`config.mk`:
```
export PLATFORM = sky130hd
export DESIGN_NAME = axis_tx_arbiter
export DESIGN_NICKNAME = d
export VERILOG_FILES = /design/src/rtl/axis_tx_arbiter.sv
export SDC_FILE = /design/constraint.sdc
export NUM_CORES = 1
export LEC_CHECK = 0
export ABC_AREA = 0
export CAP_MARGIN = 20
export CORE_MARGIN = 3
export CORE_UTILIZATION = 41
export CTS_BUF_LIST = sky130_fd_sc_hd__clkbuf_4 sky130_fd_sc_hd__clkbuf_8 sky130_fd_sc_hd__clkbuf_16
export DETAILED_ROUTE_END_ITERATION = 10
export PLACE_DENSITY = 0.88
export SYNTH_ARGS = -nofsm -noshare
export SYNTH_HDL_FRONTEND = slang
export SYNTH_SLANG_ARGS = --single-unit
```
`constraint.sdc`:
```
create_clock -name clock -period 9.8 [get_ports clock]
set_input_delay 0.98 -clock clock [delete_from_list [all_inputs] [get_ports clock]]
set_output_delay 0.98 -clock clock [all_outputs]
set_load 0.01 [all_outputs]
```
`src/rtl/axis_tx_arbiter.sv`:
```
// Frame-granular round-robin arbiter feeding one AXI-Stream transmitter.
// A granted port stays locked until its tlast beat is accepted downstream.
module axis_tx_arbiter #(
  parameter int NUM_PORTS = 2,
  parameter int CNT_WIDTH = 32,
  parameter int GW = (NUM_PORTS > 1) ? $clog2(NUM_PORTS) : 1
) (
  input  logic                           clock,
  input  logic                           areset,
  input  logic [NUM_PORTS*64-1:0]        saxis_tdata,
  input  logic [NUM_PORTS*8-1:0]         saxis_tkeep,
  input  logic [NUM_PORTS-1:0]           saxis_tuser,
  input  logic [NUM_PORTS-1:0]           saxis_tlast,
  input  logic [NUM_PORTS-1:0]           saxis_tvalid,
  output logic [NUM_PORTS-1:0]           saxis_tready,
  output logic [63:0]                    maxis_tdata,
  output logic [7:0]                     maxis_tkeep,
  output logic                           maxis_tuser,
  output logic                           maxis_tlast,
  output logic                           maxis_tvalid,
  input  logic                           maxis_tready,
  output logic                           grant_valid,
  output logic [GW-1:0]                  grant_port,
  output logic [NUM_PORTS*CNT_WIDTH-1:0] frame_count
);

  typedef enum logic {IDLE, BUSY} state_t;

  state_t               state, state_nx;
  logic [GW-1:0]        ptr;
  logic [GW-1:0]        pick;
  logic                 found;
  logic [GW:0]          sum;
  logic                 done;
  logic [CNT_WIDTH-1:0] cnt [NUM_PORTS];

  // Scan ptr, ptr+1, ... wrapping at NUM_PORTS; sum never exceeds 2N-2.
  always_comb begin
    pick  = ptr;
    found = 1'b0;
    sum   = '0;
    for (int i = 0; i < NUM_PORTS; i++) begin
      sum = {1'b0, ptr} + (GW+1)'(i);
      if (sum >= (GW+1)'(NUM_PORTS))
        sum = sum - (GW+1)'(NUM_PORTS);
      if (!found && saxis_tvalid[sum[GW-1:0]]) begin
        found = 1'b1;
        pick  = sum[GW-1:0];
      end
    end
  end

  always_comb begin
    maxis_tdata  = '0;
    maxis_tkeep  = '0;
    maxis_tuser  = 1'b0;
    maxis_tlast  = 1'b0;
    maxis_tvalid = 1'b0;
    saxis_tready = '0;
    if (state == BUSY) begin
      for (int i = 0; i < NUM_PORTS; i++) begin
        if (grant_port == GW'(i)) begin
          maxis_tdata     = saxis_tdata[i*64 +: 64];
          maxis_tkeep     = saxis_tkeep[i*8 +: 8];
          maxis_tuser     = saxis_tuser[i];
          maxis_tlast     = saxis_tlast[i];
          maxis_tvalid    = saxis_tvalid[i];
          saxis_tready[i] = maxis_tready;
        end
      end
    end
  end

  assign done        = maxis_tvalid & maxis_tready & maxis_tlast;
  assign grant_valid = (state == BUSY);

  always_comb begin
    state_nx = state;
    unique case (state)
      IDLE: if (found) state_nx = BUSY;
      BUSY: if (done) state_nx = IDLE;
      default: state_nx = IDLE;
    endcase
  end

  always_ff @(posedge clock) begin
    if (areset) begin
      state      <= IDLE;
      grant_port <= '0;
      ptr        <= '0;
    end else begin
      state <= state_nx;
      if (state == IDLE && found)
        grant_port <= pick;
      if (state == BUSY && done)
        ptr <= (grant_port == GW'(NUM_PORTS-1)) ? '0 : grant_port + 1'b1;
    end
  end

  always_ff @(posedge clock) begin
    for (int i = 0; i < NUM_PORTS; i++) begin
      if (areset)
        cnt[i] <= '0;
      else if (done && grant_port == GW'(i))
        cnt[i] <= cnt[i] + 1'b1;
    end
  end

  for (genvar g = 0; g < NUM_PORTS; g++) begin : g_cnt
    assign frame_count[g*CNT_WIDTH +: CNT_WIDTH] = cnt[g];
  end

endmodule

```
; Word-level counts from Yosys, hierarchy flattened
; Memories as Yosys holds them, arrays and structs flattened.
; Cells that the tools add are included.
[totals]
reg_bits = 3
mem_bits_rw = 64
inputBits = 153
wordCells = 63
memories = 1
[memory_table]
columns = memory, depth, width, rd, rd_clocked_by_memory_dff, write_ports, line
row1 = cnt, 2, 32, 2, 0, 2, 35  ; logic [CNT_WIDTH-1:0] cnt [NUM_PORTS];
[op_classes]
addsub = 6
order_cmp = 4
mux = 37
bitwise = 6
n_reduce_logical = 6
[op_table]
columns = operator, n
row1 = $mux 64, 2
row2 = $add 32x1->32 const B, 2
row3 = $mux 32, 2
row4 = $mux 1, 29
row5 = $mux 8, 2
row6 = $logic_and 1x1->1, 5
row7 = $lt 1x2->1 const B, 2
row8 = $add 1x1->2 const B, 1
row9 = $and 1x1->1, 2
row10 = $ge 1x2->1 const B, 1
row11 = $ge 2x2->1 const B, 1
row12 = $mux 2, 1
row13 = $not 1->1, 2
row14 = $or 1x1->1, 2
row15 = $pmux 1 s2, 1
row16 = $sub 1x1->1 const B, 2
row17 = $add 1x1->1 const B, 1
row18 = $logic_not 1->1, 1

; Depth between registers and ports, before layout
[logic_depth]
word_depth = 10
ltp_mapped = 7
ltp_nobuf = 5

; Worst setup path after synthesis
; Ideal clock, no wire load.
[synth_path]
kind = input to register
start = input port maxis_tready
end = memory cnt[0][0] (enable)
setup_time_ns = 0.470
arrival_time_ns = 3.548
required_ns = 9.330
slack_ns = 5.782
stages = 2
path_buffers = 0
cell_sequence = nand2_1 o31ai_1
[synth_rtl]
columns = element, line
row1 = start: declaration, 21  ; input logic maxis_tready,
row2 = end: declaration, 35

; Worst setup path in the final report
[layout_path]
start = register grant_port
end = output port maxis_tdata[35]
[layout_via]
elab_chain_cells = 2
[layout_rtl]
columns = element, line
row1 = start: declaration, 23  ; output logic [GW-1:0] grant_port,
row2 = start signal: assignment, 94  ; grant_port <= pick;
row3 = $mux 64, 62  ; if (grant_port == GW'(i)) begin
row4 = $mux 64, 60  ; if (state == BUSY) begin
row5 = end: declaration, 16  ; output logic [63:0] maxis_tdata,
; No other way between the ends.

==> implementation parameters <==
Parameter                              Value

Detailed routing
  Number of detailed-route iterations in the first pass    5
  Detailed Route WL    slightly below 20 mm
  Number of remaining DRC errors    0
  Average wire length per cell after detail routing    20.6 µm
  Detailed-route vias per instance    roughly 5.7
  Via Count    between 5k and 6k
  ANT nets after route    0
  Iteration-0 DRC count of the detailed router    626

Logic synthesis
  Synth cell count leaders    nor2_1 (101), mux2i_1 (77), edfxtp_1 (64), a21oi_1 (36)
  Count of flip-flops with a built-in enable after synthesis    64
  Combinational family with the most area after synthesis    simple AND/OR/NAND/NOR gates
  Cell with the most instances after synthesis    nor2_1
  Adder-cell area share of the yosys netlist    less than 1%
  Mapped Avg Cell Area    roughly 9 µm²
  Flops & latches, synth    67
  Multiplexer fraction of the synthesized cell area    ~16%
  Synth area leader    edfxtp_1
  Fraction of post-synthesis cell area in the top cell type by area    roughly 40%
  Post-synthesis cell type count    34
  Prevailing post-synth register cell    edfxtp_1
  Fraction of the mapped netlist area in simple logic gates    25.3%
  Proportion of synthesized chip area in sequential cells    41.1%
  Leading cell types by total area after synthesis    edfxtp_1 (40%), mux2i_1 (16%), nor2_1 (7.9%)
  Post-synthesis compound-gate area fraction    9.06%
  Number of warning messages in the yosys log    0
  Parity-gate share of the synthesized area counting xor and xnor cells    4.18%
  Async S/R FF share, synth    0%
  Instance count of the mapped netlist    533
  Post-synthesis cell area    approximately 0.0048 mm²
  Synthesized Nets    688

Place
  Pre-CTS setup slack    between 6 and 7 ns
  Placed Cells incl. Taps    ~940
  Final Wtd Congestion    0.906
  Detailed placement HPWL    between 10 and 15 mm
  Count of input and output buffers    slightly below 300
  Placement Cell Area    approximately 0.0078 mm²

Clocking
  Clock latency of the later-clocked register in the worst-skew pair    roughly 0.34 ns
  TritonCTS buffer count    9
  Number of gates given a new drive strength after cts    0
  Sink count of the clock tree    67
  Htree depth    3
  Post-cts hold buffer count    0
  Clock transition at the registers of the reported paths    around 0.060 ns
  Postcts setup bufs    0
  Clk root buf    clkbuf_16
  Maximum buffer depth of the clock tree    2
  TritonCTS clock tree    built

Timing
  Slew margin rel.    between 20 and 30%
  Period minus WS final    between 3 and 4 ns
  Slew at the pin closest to its max-slew limit    ~1.1 ns
  Worst-case clock skew    roughly 0.011 ns
  Sum of negative setup slack    0 ns
  Final Max Tran Viols    0
  Post-route fraction of the period consumed by the critical path    a little under two fifths
  Number of endpoints with negative hold slack in the final report    0
  Setup repair after global routing missed its margin    no
  Final setup viols    0
  Worst Slack Setup Final    about 6.1 ns
  Top achievable clock speed    between 200 and 300 MHz
  Final-layout worst hold slack    0.506 ns

Global route
  Initial antenna violation count    0
  Overflow left after global routing    0
  Number of global-route vias before repair    about 5.4k
  Maximum number of pins on one net before global-route repair    57
  Tot GR Track Use    between 20% and 30%
  Wire length of the first global-routing pass    about 30 mm

Setup path
  Critical path startpoint category    flip-flop
  Worst r2r path cells    5
  Worst EP required    slightly below 9 ns
  Maximum fanout along the worst path    56
  Critical path class    reg -> out
  First element of the critical path    grant_port$_SDFFE_PP0P_
  Minimum setup slack among reg-to-reg paths    ~7.3 ns
  End of the worst register-to-register path    cnt[0][26]$_SDFFCE_PN0P_
  Start of the worst register-to-register path    cnt[0][0]$_SDFFCE_PN0P_
  Destination of the critical timing path    maxis_tdata[35]
  Data arrival time of the critical path    approximately 2.7 ns
  Critical Path End Type    primary output

Status
  Status    completed

Job
  Max-cap viol count    0

Pwr
  Peak ir drop on the vdd network    0.148 mV
  Lkg Pwr    2.67 nW
  Power density of the placed cells    ~110 mW/mm²
  Post-layout total power    ~0.9 mW

Cells and area
  Synthesis-to-layout area growth    69.0%
  Diodes inserted    0
  Final cell count without fillers    roughly 950
  Layout cell share with drive strength beyond 1    ~3.6%
  Post-Route Utilization    72.9%
  Post-layout nets    963
  Fill cells    781
  Post-route standard cell area excluding fillers    about 0.008 mm²

Floorplan
  Area of the placeable core    approximately 0.011 mm²
  Number of I/O pins    296
  Chip width    roughly 110 µm
  Floorplan row count    38
  Vert. Die Dim    approximately 110 µm
  Starting utilization of the core area    about 43%
  Die area    about 0.013 mm²

Hold path
  Type of the most critical hold path    reg -> reg
-- cells in the final DEF (no fill, tap or decap), types with 8 or more instances in the layout --
| cell | synthesis | routed |
|---|---|---|
| a21oi_1 | 36 | 36 |
| clkbuf_16 | 0 | 9 |
| nand3_1 | 26 | 26 |
| xnor2_1 | 11 | 11 |
| edfxtp_1 | 64 | 64 |
| nand4_1 | 13 | 13 |
| o31ai_1 | 19 | 18 |
| inv_1 | 9 | 8 |
| nand2_1 | 27 | 27 |
| o21ai_0 | 18 | 18 |
| mux2i_1 | 77 | 77 |
| nor2_1 | 101 | 101 |
| or3_1 | 20 | 20 |
| or4_1 | 18 | 18 |
| xor2_1 | 12 | 12 |
| clkdlybuf4s50_1 | 0 | 295 |
-- cell type report --
| class | instances | area [µm²] | share of cell area [%] |
|---|---|---|---|
| multi-input cells | 422 | 2670 | 32.7 |
| flip-flops and latches | 67 | 1990 | 24.4 |
| inverters | 9 | 33.8 | 0.414 |
| well taps | 140 | 175 | 2.15 |
| repair buffers | 299 | 2980 | 36.6 |
| clock buffers | 9 | 225 | 2.76 |
| clock inverters | 7 | 78.8 | 0.967 |
-- critical path, cell delays in order (launching register included) --
cell and delay [ns]:
dfxtp_4 0.63, buf_4 0.78, mux2i_1 0.23, nor2_1 0.15, clkdlybuf4s50_1 0.56
-- flip-flops by register name, summed over array words and instances (netlist names) --
signal / count
cnt: 64
grant_port: 1
grant_valid: 1
ptr: 1
-- where the power goes --
group	internal (mW)	switching (mW)	total (mW)	leakage, nW
sequential	0.326	0.0191	0.345	0.688
combinational	0.135	0.0891	0.224	1.84
clock	0.198	0.127	0.325	0.138
total	0.659	0.236	0.894	2.67
-- per-layer routing --
layer | part of all wire [%] | global-route usage [%] | vias to the layer above
li1 | - | - | 2532
met1 | 37 | 35.0 | 2544
met2 | 49 | 47.6 | 295
met3 | 9.9 | 10.7 | 51
met4 | 3.5 | 11.3 | 0
met5 | 0 | 0 | -
-- kinds of logic (layout without fill, tap and decap cells) --
kind of cell    count (synthesis)  count (layout)
mux                            77              77
flops                          67              67
xor+xnor                       23              23
simple gates                  244             244
fa+ha+maj                       2               2
buf+inv                        44             324
compound gates                 76              76
-- worst min-delay path by stage --
stage | from | end | slack [ns] | cells past startpoint
final | ptr$_SDFFE_PP0P_ | ptr$_SDFFE_PP0P_ | 0.51 | 2
after global routing | ptr$_SDFFE_PP0P_ | ptr$_SDFFE_PP0P_ | 0.53 | 2
after CTS | ptr$_SDFFE_PP0P_ | ptr$_SDFFE_PP0P_ | 0.50 | 2
after detailed placement | ptr$_SDFFE_PP0P_ | ptr$_SDFFE_PP0P_ | 0.49 | 2
after global placement | ptr$_SDFFE_PP0P_ | ptr$_SDFFE_PP0P_ | 0.45 | 2
after floorplan | ptr$_SDFFE_PP0P_ | ptr$_SDFFE_PP0P_ | 0.44 | 2
Power figures use the tool's default switching activity.
